==> config.mk <==
export PLATFORM = sky130hd
export DESIGN_NAME = alu_iterative_flat
export DESIGN_NICKNAME = d
export VERILOG_FILES = /design/src/rtl/alu_pkg.sv /design/src/rtl/alu_iterative_if.sv /design/src/rtl/alu_fwd_mux.sv /design/src/rtl/alu_iterative.sv /design/src/flat_wrapper.sv
export SDC_FILE = /design/constraint.sdc
export NUM_CORES = 1
export LEC_CHECK = 0
export CAP_MARGIN = 25
export CELL_PAD_IN_SITES_DETAIL_PLACEMENT = 2
export CELL_PAD_IN_SITES_GLOBAL_PLACEMENT = 2
export CORE_ASPECT_RATIO = 0.6
export CORE_MARGIN = 5
export CORE_UTILIZATION = 31
export CTS_BUF_LIST = sky130_fd_sc_hd__clkbuf_4 sky130_fd_sc_hd__clkbuf_8
export DETAILED_ROUTE_END_ITERATION = 6
export GPL_TIMING_DRIVEN = 0
export PLACE_DENSITY = 0.84
export SETUP_SLACK_MARGIN = 0.1
export SYNTH_ARGS = -nofsm -noshare
export SYNTH_HDL_FRONTEND = slang
export SYNTH_SLANG_ARGS = --single-unit
==> constraint.sdc <==
create_clock -name clk_i -period 3 [get_ports clk_i]
set_input_delay 0.45 -clock clk_i [delete_from_list [all_inputs] [get_ports clk_i]]
set_output_delay 0.45 -clock clk_i [all_outputs]
set_load 0.02 [all_outputs]
==> src/rtl/alu_pkg.sv <==
// Shared opcodes, FSM state encoding and forward-select bit positions for alu_iterative.
// Optional divider datapath is controlled by the ALU_DIV_EN macro.
package alu_pkg;

    localparam logic [2:0] ALU_AND = 3'b000;
    localparam logic [2:0] ALU_OR  = 3'b001;
    localparam logic [2:0] ALU_ADD = 3'b010;
    localparam logic [2:0] ALU_MUL = 3'b011;
    localparam logic [2:0] ALU_DIV = 3'b100;
    localparam logic [2:0] ALU_REM = 3'b101;
    localparam logic [2:0] ALU_SUB = 3'b110;
    localparam logic [2:0] ALU_SLT = 3'b111;

    localparam int FWD_EX  = 1;
    localparam int FWD_MEM = 0;

    typedef enum logic [1:0] {
        S_IDLE = 2'd0,
        S_MUL  = 2'd1,
        S_DIV  = 2'd2
    } state_t;

endpackage

==> src/rtl/alu_iterative_if.sv <==
// Request/response bundle between the pipeline (master) and alu_iterative (slave).
interface alu_iterative_if #(parameter int WIDTH = 32);

    logic             valid_i;
    logic             ready_o;
    logic             flush_i;
    logic [2:0]       ALUCtrl_i;
    logic [1:0]       ForwardRs_i;
    logic [1:0]       ForwardRt_i;
    logic [WIDTH-1:0] data1_i;
    logic [WIDTH-1:0] data2_i;
    logic [WIDTH-1:0] ExData_i;
    logic [WIDTH-1:0] MemData_i;
    logic [WIDTH-1:0] data_o;
    logic             valid_o;

    modport master (
        output valid_i, flush_i, ALUCtrl_i, ForwardRs_i, ForwardRt_i,
               data1_i, data2_i, ExData_i, MemData_i,
        input  ready_o, data_o, valid_o
    );

    modport slave (
        input  valid_i, flush_i, ALUCtrl_i, ForwardRs_i, ForwardRt_i,
               data1_i, data2_i, ExData_i, MemData_i,
        output ready_o, data_o, valid_o
    );

endinterface

==> src/rtl/alu_fwd_mux.sv <==
// Operand forward select: EX result beats MEM result, which beats the register value.
module alu_fwd_mux
    import alu_pkg::*;
#(
    parameter int WIDTH = 32
) (
    input  logic [1:0]       sel_i,
    input  logic [WIDTH-1:0] reg_i,
    input  logic [WIDTH-1:0] ex_i,
    input  logic [WIDTH-1:0] mem_i,
    output logic [WIDTH-1:0] data_o
);

    always_comb begin
        data_o = reg_i;
        if (sel_i[FWD_EX]) begin
            data_o = ex_i;
        end else if (sel_i[FWD_MEM]) begin
            data_o = mem_i;
        end
    end

endmodule

==> src/rtl/alu_iterative.sv <==
// Execute-stage ALU: single-cycle logic/arith, iterative shift-add multiply and
// (with ALU_DIV_EN defined) restoring divide, behind a valid/ready handshake.
module alu_iterative
    import alu_pkg::*;
#(
    parameter int WIDTH = 32
) (
    input  logic           clk_i,
    input  logic           rst_i,
    alu_iterative_if.slave bus
);

    localparam int CW = $clog2(WIDTH);

    state_t           state_q, state_d;
    logic [CW-1:0]    cnt_q, cnt_d;
    logic [2:0]       op_q, op_d;
    logic [WIDTH-1:0] a_q, a_d, b_q, b_d, acc_q, acc_d, data_q, data_d;
    logic             done_q, done_d, valid_q, valid_d;
    logic [WIDTH-1:0] rs_fwd, rt_fwd, result;
    logic             accept;

    alu_fwd_mux #(.WIDTH(WIDTH)) u_fwd_rs (
        .sel_i (bus.ForwardRs_i),
        .reg_i (bus.data1_i),
        .ex_i  (bus.ExData_i),
        .mem_i (bus.MemData_i),
        .data_o(rs_fwd)
    );

    alu_fwd_mux #(.WIDTH(WIDTH)) u_fwd_rt (
        .sel_i (bus.ForwardRt_i),
        .reg_i (bus.data2_i),
        .ex_i  (bus.ExData_i),
        .mem_i (bus.MemData_i),
        .data_o(rt_fwd)
    );

    assign accept      = bus.valid_i && (state_q == S_IDLE) && !bus.flush_i;
    assign bus.ready_o = (state_q == S_IDLE);
    assign bus.data_o  = data_q;
    assign bus.valid_o = valid_q;

`ifdef ALU_DIV_EN
    // a_q shifts dividend bits out and quotient bits in; acc_q is the partial remainder.
    logic [WIDTH:0] rem_shift, rem_diff;
    assign rem_shift = {acc_q, a_q[WIDTH-1]};
    assign rem_diff  = rem_shift - {1'b0, b_q};
`endif

    // Result is formed from the latched operands in the cycle after completion.
    always_comb begin
        result = '0;
        case (op_q)
            ALU_AND: result = a_q & b_q;
            ALU_OR:  result = a_q | b_q;
            ALU_ADD: result = a_q + b_q;
            ALU_SUB: result = a_q - b_q;
            ALU_SLT: result = {{(WIDTH-1){1'b0}}, ($signed(a_q) < $signed(b_q))};
            ALU_MUL: result = acc_q;
`ifdef ALU_DIV_EN
            ALU_DIV: result = a_q;
            ALU_REM: result = acc_q;
`endif
            default: result = '0;
        endcase
    end

    always_comb begin
        state_d = state_q;
        cnt_d   = cnt_q;
        op_d    = op_q;
        a_d     = a_q;
        b_d     = b_q;
        acc_d   = acc_q;
        data_d  = data_q;
        valid_d = 1'b0;
        done_d  = 1'b0;

        if (done_q) begin
            data_d  = result;
            valid_d = 1'b1;
        end

        case (state_q)
            S_IDLE: begin
                if (accept) begin
                    op_d  = bus.ALUCtrl_i;
                    a_d   = rs_fwd;
                    b_d   = rt_fwd;
                    acc_d = '0;
                    cnt_d = '0;
                    if (bus.ALUCtrl_i == ALU_MUL) begin
                        state_d = S_MUL;
`ifdef ALU_DIV_EN
                    end else if (bus.ALUCtrl_i == ALU_DIV || bus.ALUCtrl_i == ALU_REM) begin
                        state_d = S_DIV;
`endif
                    end else begin
                        done_d = 1'b1;
                    end
                end
            end
            S_MUL: begin
                if (b_q[0]) begin
                    acc_d = acc_q + a_q;
                end
                a_d   = a_q << 1;
                b_d   = b_q >> 1;
                cnt_d = cnt_q + 1'b1;
                if (cnt_q == CW'(WIDTH - 1)) begin
                    state_d = S_IDLE;
                    cnt_d   = '0;
                    done_d  = 1'b1;
                end
            end
`ifdef ALU_DIV_EN
            S_DIV: begin
                // Divisor zero never borrows: quotient all ones, remainder the dividend.
                if (!rem_diff[WIDTH]) begin
                    acc_d = rem_diff[WIDTH-1:0];
                    a_d   = {a_q[WIDTH-2:0], 1'b1};
                end else begin
                    acc_d = rem_shift[WIDTH-1:0];
                    a_d   = {a_q[WIDTH-2:0], 1'b0};
                end
                cnt_d = cnt_q + 1'b1;
                if (cnt_q == CW'(WIDTH - 1)) begin
                    state_d = S_IDLE;
                    cnt_d   = '0;
                    done_d  = 1'b1;
                end
            end
`endif
            default: state_d = S_IDLE;
        endcase

        if (bus.flush_i) begin
            state_d = S_IDLE;
            cnt_d   = '0;
            done_d  = 1'b0;
            valid_d = 1'b0;
            data_d  = data_q;
        end
    end

    always_ff @(posedge clk_i or negedge rst_i) begin
        if (!rst_i) begin
            state_q <= S_IDLE;
            cnt_q   <= '0;
            op_q    <= ALU_AND;
            a_q     <= '0;
            b_q     <= '0;
            acc_q   <= '0;
            data_q  <= '0;
            done_q  <= 1'b0;
            valid_q <= 1'b0;
        end else begin
            state_q <= state_d;
            cnt_q   <= cnt_d;
            op_q    <= op_d;
            a_q     <= a_d;
            b_q     <= b_d;
            acc_q   <= acc_d;
            data_q  <= data_d;
            done_q  <= done_d;
            valid_q <= valid_d;
        end
    end

endmodule
==> src/flat_wrapper.sv <==
// flat-port wrapper written by rule: the top's interface ports become plain ports
module alu_iterative_flat import alu_pkg::*;
#(
    parameter int WIDTH = 32
)
  (clk_i, rst_i, bus_valid_i, bus_flush_i, bus_ALUCtrl_i, bus_ForwardRs_i, bus_ForwardRt_i, bus_data1_i, bus_data2_i, bus_ExData_i, bus_MemData_i, bus_ready_o, bus_data_o, bus_valid_o);
  alu_iterative_if #(.WIDTH(WIDTH)) bus_i ();
  input  logic clk_i;
  input  logic rst_i;
  input wire logic [$bits(bus_i.valid_i)-1:0] bus_valid_i;
  input wire logic [$bits(bus_i.flush_i)-1:0] bus_flush_i;
  input wire logic [$bits(bus_i.ALUCtrl_i)-1:0] bus_ALUCtrl_i;
  input wire logic [$bits(bus_i.ForwardRs_i)-1:0] bus_ForwardRs_i;
  input wire logic [$bits(bus_i.ForwardRt_i)-1:0] bus_ForwardRt_i;
  input wire logic [$bits(bus_i.data1_i)-1:0] bus_data1_i;
  input wire logic [$bits(bus_i.data2_i)-1:0] bus_data2_i;
  input wire logic [$bits(bus_i.ExData_i)-1:0] bus_ExData_i;
  input wire logic [$bits(bus_i.MemData_i)-1:0] bus_MemData_i;
  output wire logic [$bits(bus_i.ready_o)-1:0] bus_ready_o;
  output wire logic [$bits(bus_i.data_o)-1:0] bus_data_o;
  output wire logic [$bits(bus_i.valid_o)-1:0] bus_valid_o;
  assign bus_i.valid_i = bus_valid_i;
  assign bus_i.flush_i = bus_flush_i;
  assign bus_i.ALUCtrl_i = bus_ALUCtrl_i;
  assign bus_i.ForwardRs_i = bus_ForwardRs_i;
  assign bus_i.ForwardRt_i = bus_ForwardRt_i;
  assign bus_i.data1_i = bus_data1_i;
  assign bus_i.data2_i = bus_data2_i;
  assign bus_i.ExData_i = bus_ExData_i;
  assign bus_i.MemData_i = bus_MemData_i;
  assign bus_ready_o = bus_i.ready_o;
  assign bus_data_o = bus_i.data_o;
  assign bus_valid_o = bus_i.valid_o;
  alu_iterative #(.WIDTH(WIDTH)) u_core (.clk_i(clk_i), .rst_i(rst_i), .bus(bus_i));
endmodule
==> metrics <==
status=finished, violations left; violated checks=setup timing; CP Class=reg2reg; Port Buffers=168; final setup violation count=21; average size of a mapped cell=7.92 sq um; Initial Utilization=0.313; clock buffer depth=2; post-synthesis sequential area ratio=0.266; largest net degree at the start of global routing=79; nets@finish=2244; Via density=6.01; fmax=307 MHz; drt first pass iters=5; Die Height=169 um; final hold vios=0; # clock sinks=139; Final GP Congestion=0.925; most common cell in the synthesized netlist=a21oi_1; FF+latch count, synth=139; layout cells sized above 1=0.226; Synth top area share=0.266; Inst Count DP=2392; DPL Wire Length=53000 um; CTS tree=done; final setup TNS=-3.29 ns; fin. max-slew vios=0; 1st-iter DRT viols=1519; worst setup margin=-0.262 ns; Crit. End Element=flop; number of synthesized flops with an enable pin=0; synth cell count leaders=173 x a21oi_1, 171 x o21ai_0, 150 x nor2_1, 139 x dfrtp_1, 133 x ha_1; total CTS buffers=17; Die ar.=0.0465 sq mm; initial antenna violation count=4; Top FF cell, synth=dfrtp_1; WL/cell=30.0 um; Post-Route WL=76600 um; R2R setup slack=-0.26 ns; Syn Nets=1927; post-synth top area cell=dfrtp_1; Skew-Pair Late Insertion Delay=0.53 ns; Power Total=12300 uW; final cycle utilization of the critical path=1.09; Die X=275 um; number of max-cap violations=0; Hold Crit Class=in2async; clk slew on worst S/H paths=0.10 ns; post-layout util=0.438; Post-DRT Antenna Nets=0; fin crit period=3.26 ns; number of global-route vias before repair=16000; CTS H-tree lvls=4; Worst Skew=0.0238 ns; core area=0.0418 sq mm; FILL cells=4665; row cnt=58; final std cells w/o fill=2553; distinct cell type count after synthesis=77; Netlist Area Pre-Place=0.0131 sq mm; total grt overflow=0; All-Layer GR Usage=0.303; Power per Cell Area=673 mW/mm^2; DRC=0; Worst EP arrival=3.63 ns; Crit path required time=3.37 ns; Vias=15300; Mapped Cells=1652; RSZ-0062 raised after global routing=yes; Ports=173; measured slew at the worst slew-check pin=1.03 ns; first-pass GRT wire length=106000 um; crit start category=flop; Root Buffer=clkbuf_8; Peak supply drop=0.358 mV; slew margin rel.=0.314; area delta synth->final=40.0%; CP Max Fanout=4; asr flop ratio synth=1.00; Leak=0.00779 uW; synth warn=0; synth top area cells=dfrtp_1 27%, ha_1 13%, a21oi_1 6.6%
[state kept, by name, indices dropped and copies added, names as in the netlist]
| name | count |
|---|---|
| u_core.b_q | 32 |
| u_core.bus.valid_o | 1 |
| u_core.a_q | 32 |
| u_core.acc_q | 32 |
| u_core.done_q | 1 |
| u_core.cnt_q | 5 |
| u_core.op_q | 3 |
| u_core.state_q | 1 |
| u_core.bus.data_o | 32 |
[area by class of cell]
cell class,count,area [sq um],share of cell area
Multi-Input combinational cell,1298,9960,0.544
Sequential cell,139,3540,0.193
Timing Repair Buffer,304,2800,0.153
Tap cell,570,713,0.0389
Buffer,103,499,0.0273
Inverter,106,419,0.0229
Clock buffer,17,234,0.0128
Clock inverter,15,148,0.00806
Antenna cell,1,2.50,0.000137
[worst max-delay path: stages, from the launching register on]
cell       delay [ns]
dfrtp_2          0.50
buf_6            0.15
ha_4             0.15
buf_6            0.11
buf_6            0.12
a211oi_4         0.30
o21ai_4          0.14
a2111oi_4        0.42
buf_4            0.19
o31ai_4          0.07
a21oi_1          0.17
nor2_1           0.10
nor3_2           0.19
o221ai_2         0.13
xnor2_1          0.26
o21ai_1          0.10
[layer usage]
layer | GRT usage | vias up | wire length [um]
met5 | 0 | - | 13
met3 | 0.110 | 84 | 7660
met1 | 0.426 | 7964 | 34600
li1 | - | 6587 | -
met2 | 0.450 | 704 | 33300
met4 | 0.0591 | 2 | 1020
[per-stage QoR]
stage          hold WS (ns)  cell area, sq um  setup slack [ns]
2_1_floorplan         0.154             13100             0.117
3_3_place_gp          0.468             15500             -4.48
3_5_place_dp          0.474             15500            -0.766
4_1_cts               0.499             17100            -0.234
5_1_grt               0.517             18300            -0.379
6_report              0.492             18300            -0.262
[power by group]
| group | total [uW] | switching, uW | internal [uW] | leakage (uW) |
|---|---|---|---|---|
| clock | 1700 | 1070 | 622 | 0.000192 |
| sequential | 2880 | 626 | 2250 | 0.00175 |
| combinational | 7760 | 4560 | 3200 | 0.00585 |
| total | 12300 | 6260 | 6080 | 0.00779 |
[kinds of logic after synthesis]
logic type	synth area share
AO/OA/AOI/OAI	0.305
XOR/XNOR	0.0382
adder cells (fa/ha/maj)	0.132
buffers and inverters	0.0638
flip-flops	0.266
multiplexers	0.0559
AND/OR/NAND/NOR	0.139
[final timing paths]
path                                       startpoint                     to  depth (start not counted)
worst max register to register          u_core.a_q[0]  u_core.bus.data_o[19]                         15
min in group clk_i              u_core.bus.data_o[21]  u_core.bus.data_o[21]                          1
worst min-delay path                            rst_i   u_core.bus.data_o[1]                          2
max in group asynchronous                       rst_i         u_core.a_q[18]                          3
worst max-delay path                    u_core.a_q[0]  u_core.bus.data_o[19]                         15
worst min register to register  u_core.bus.data_o[21]  u_core.bus.data_o[21]                          1
[cells in the final DEF (no fill, tap or decap), drive strengths merged, types with 8 or more instances in the layout]
cell	netlist	layout
nor2b	10	10
dfrtp	139	139
a21oi	177	177
and3	9	9
clkbuf	80	92
nor3	26	26
inv	105	115
mux2i	73	73
o22ai	9	9
o21bai	16	16
o21a	11	11
clkdlybuf4s50	0	167
a22o	9	9
nor2	150	150
a221oi	8	8
nand2	121	121
buf	29	163
nand3	46	46
o311ai	12	12
o31ai	14	14
xor2	18	18
a211oi	15	15
a21o	32	32
nand2b	13	13
a31oi	12	12
a22oi	87	87
ha	133	133
o21ai	177	177
xnor2	39	39
[timing repair]
action | 4_1_cts | 5_1_grt
endpoints found under the hold margin | 61 | 0
cloned | 0 | 0
pin swaps | 42 | 100
resized for setup | 208 | 175
setup buffers | 61 | 72
endpoints found under the setup margin | 44 | 44
hold buffers | 1 | 0
(Power assumes the default switching activity.)
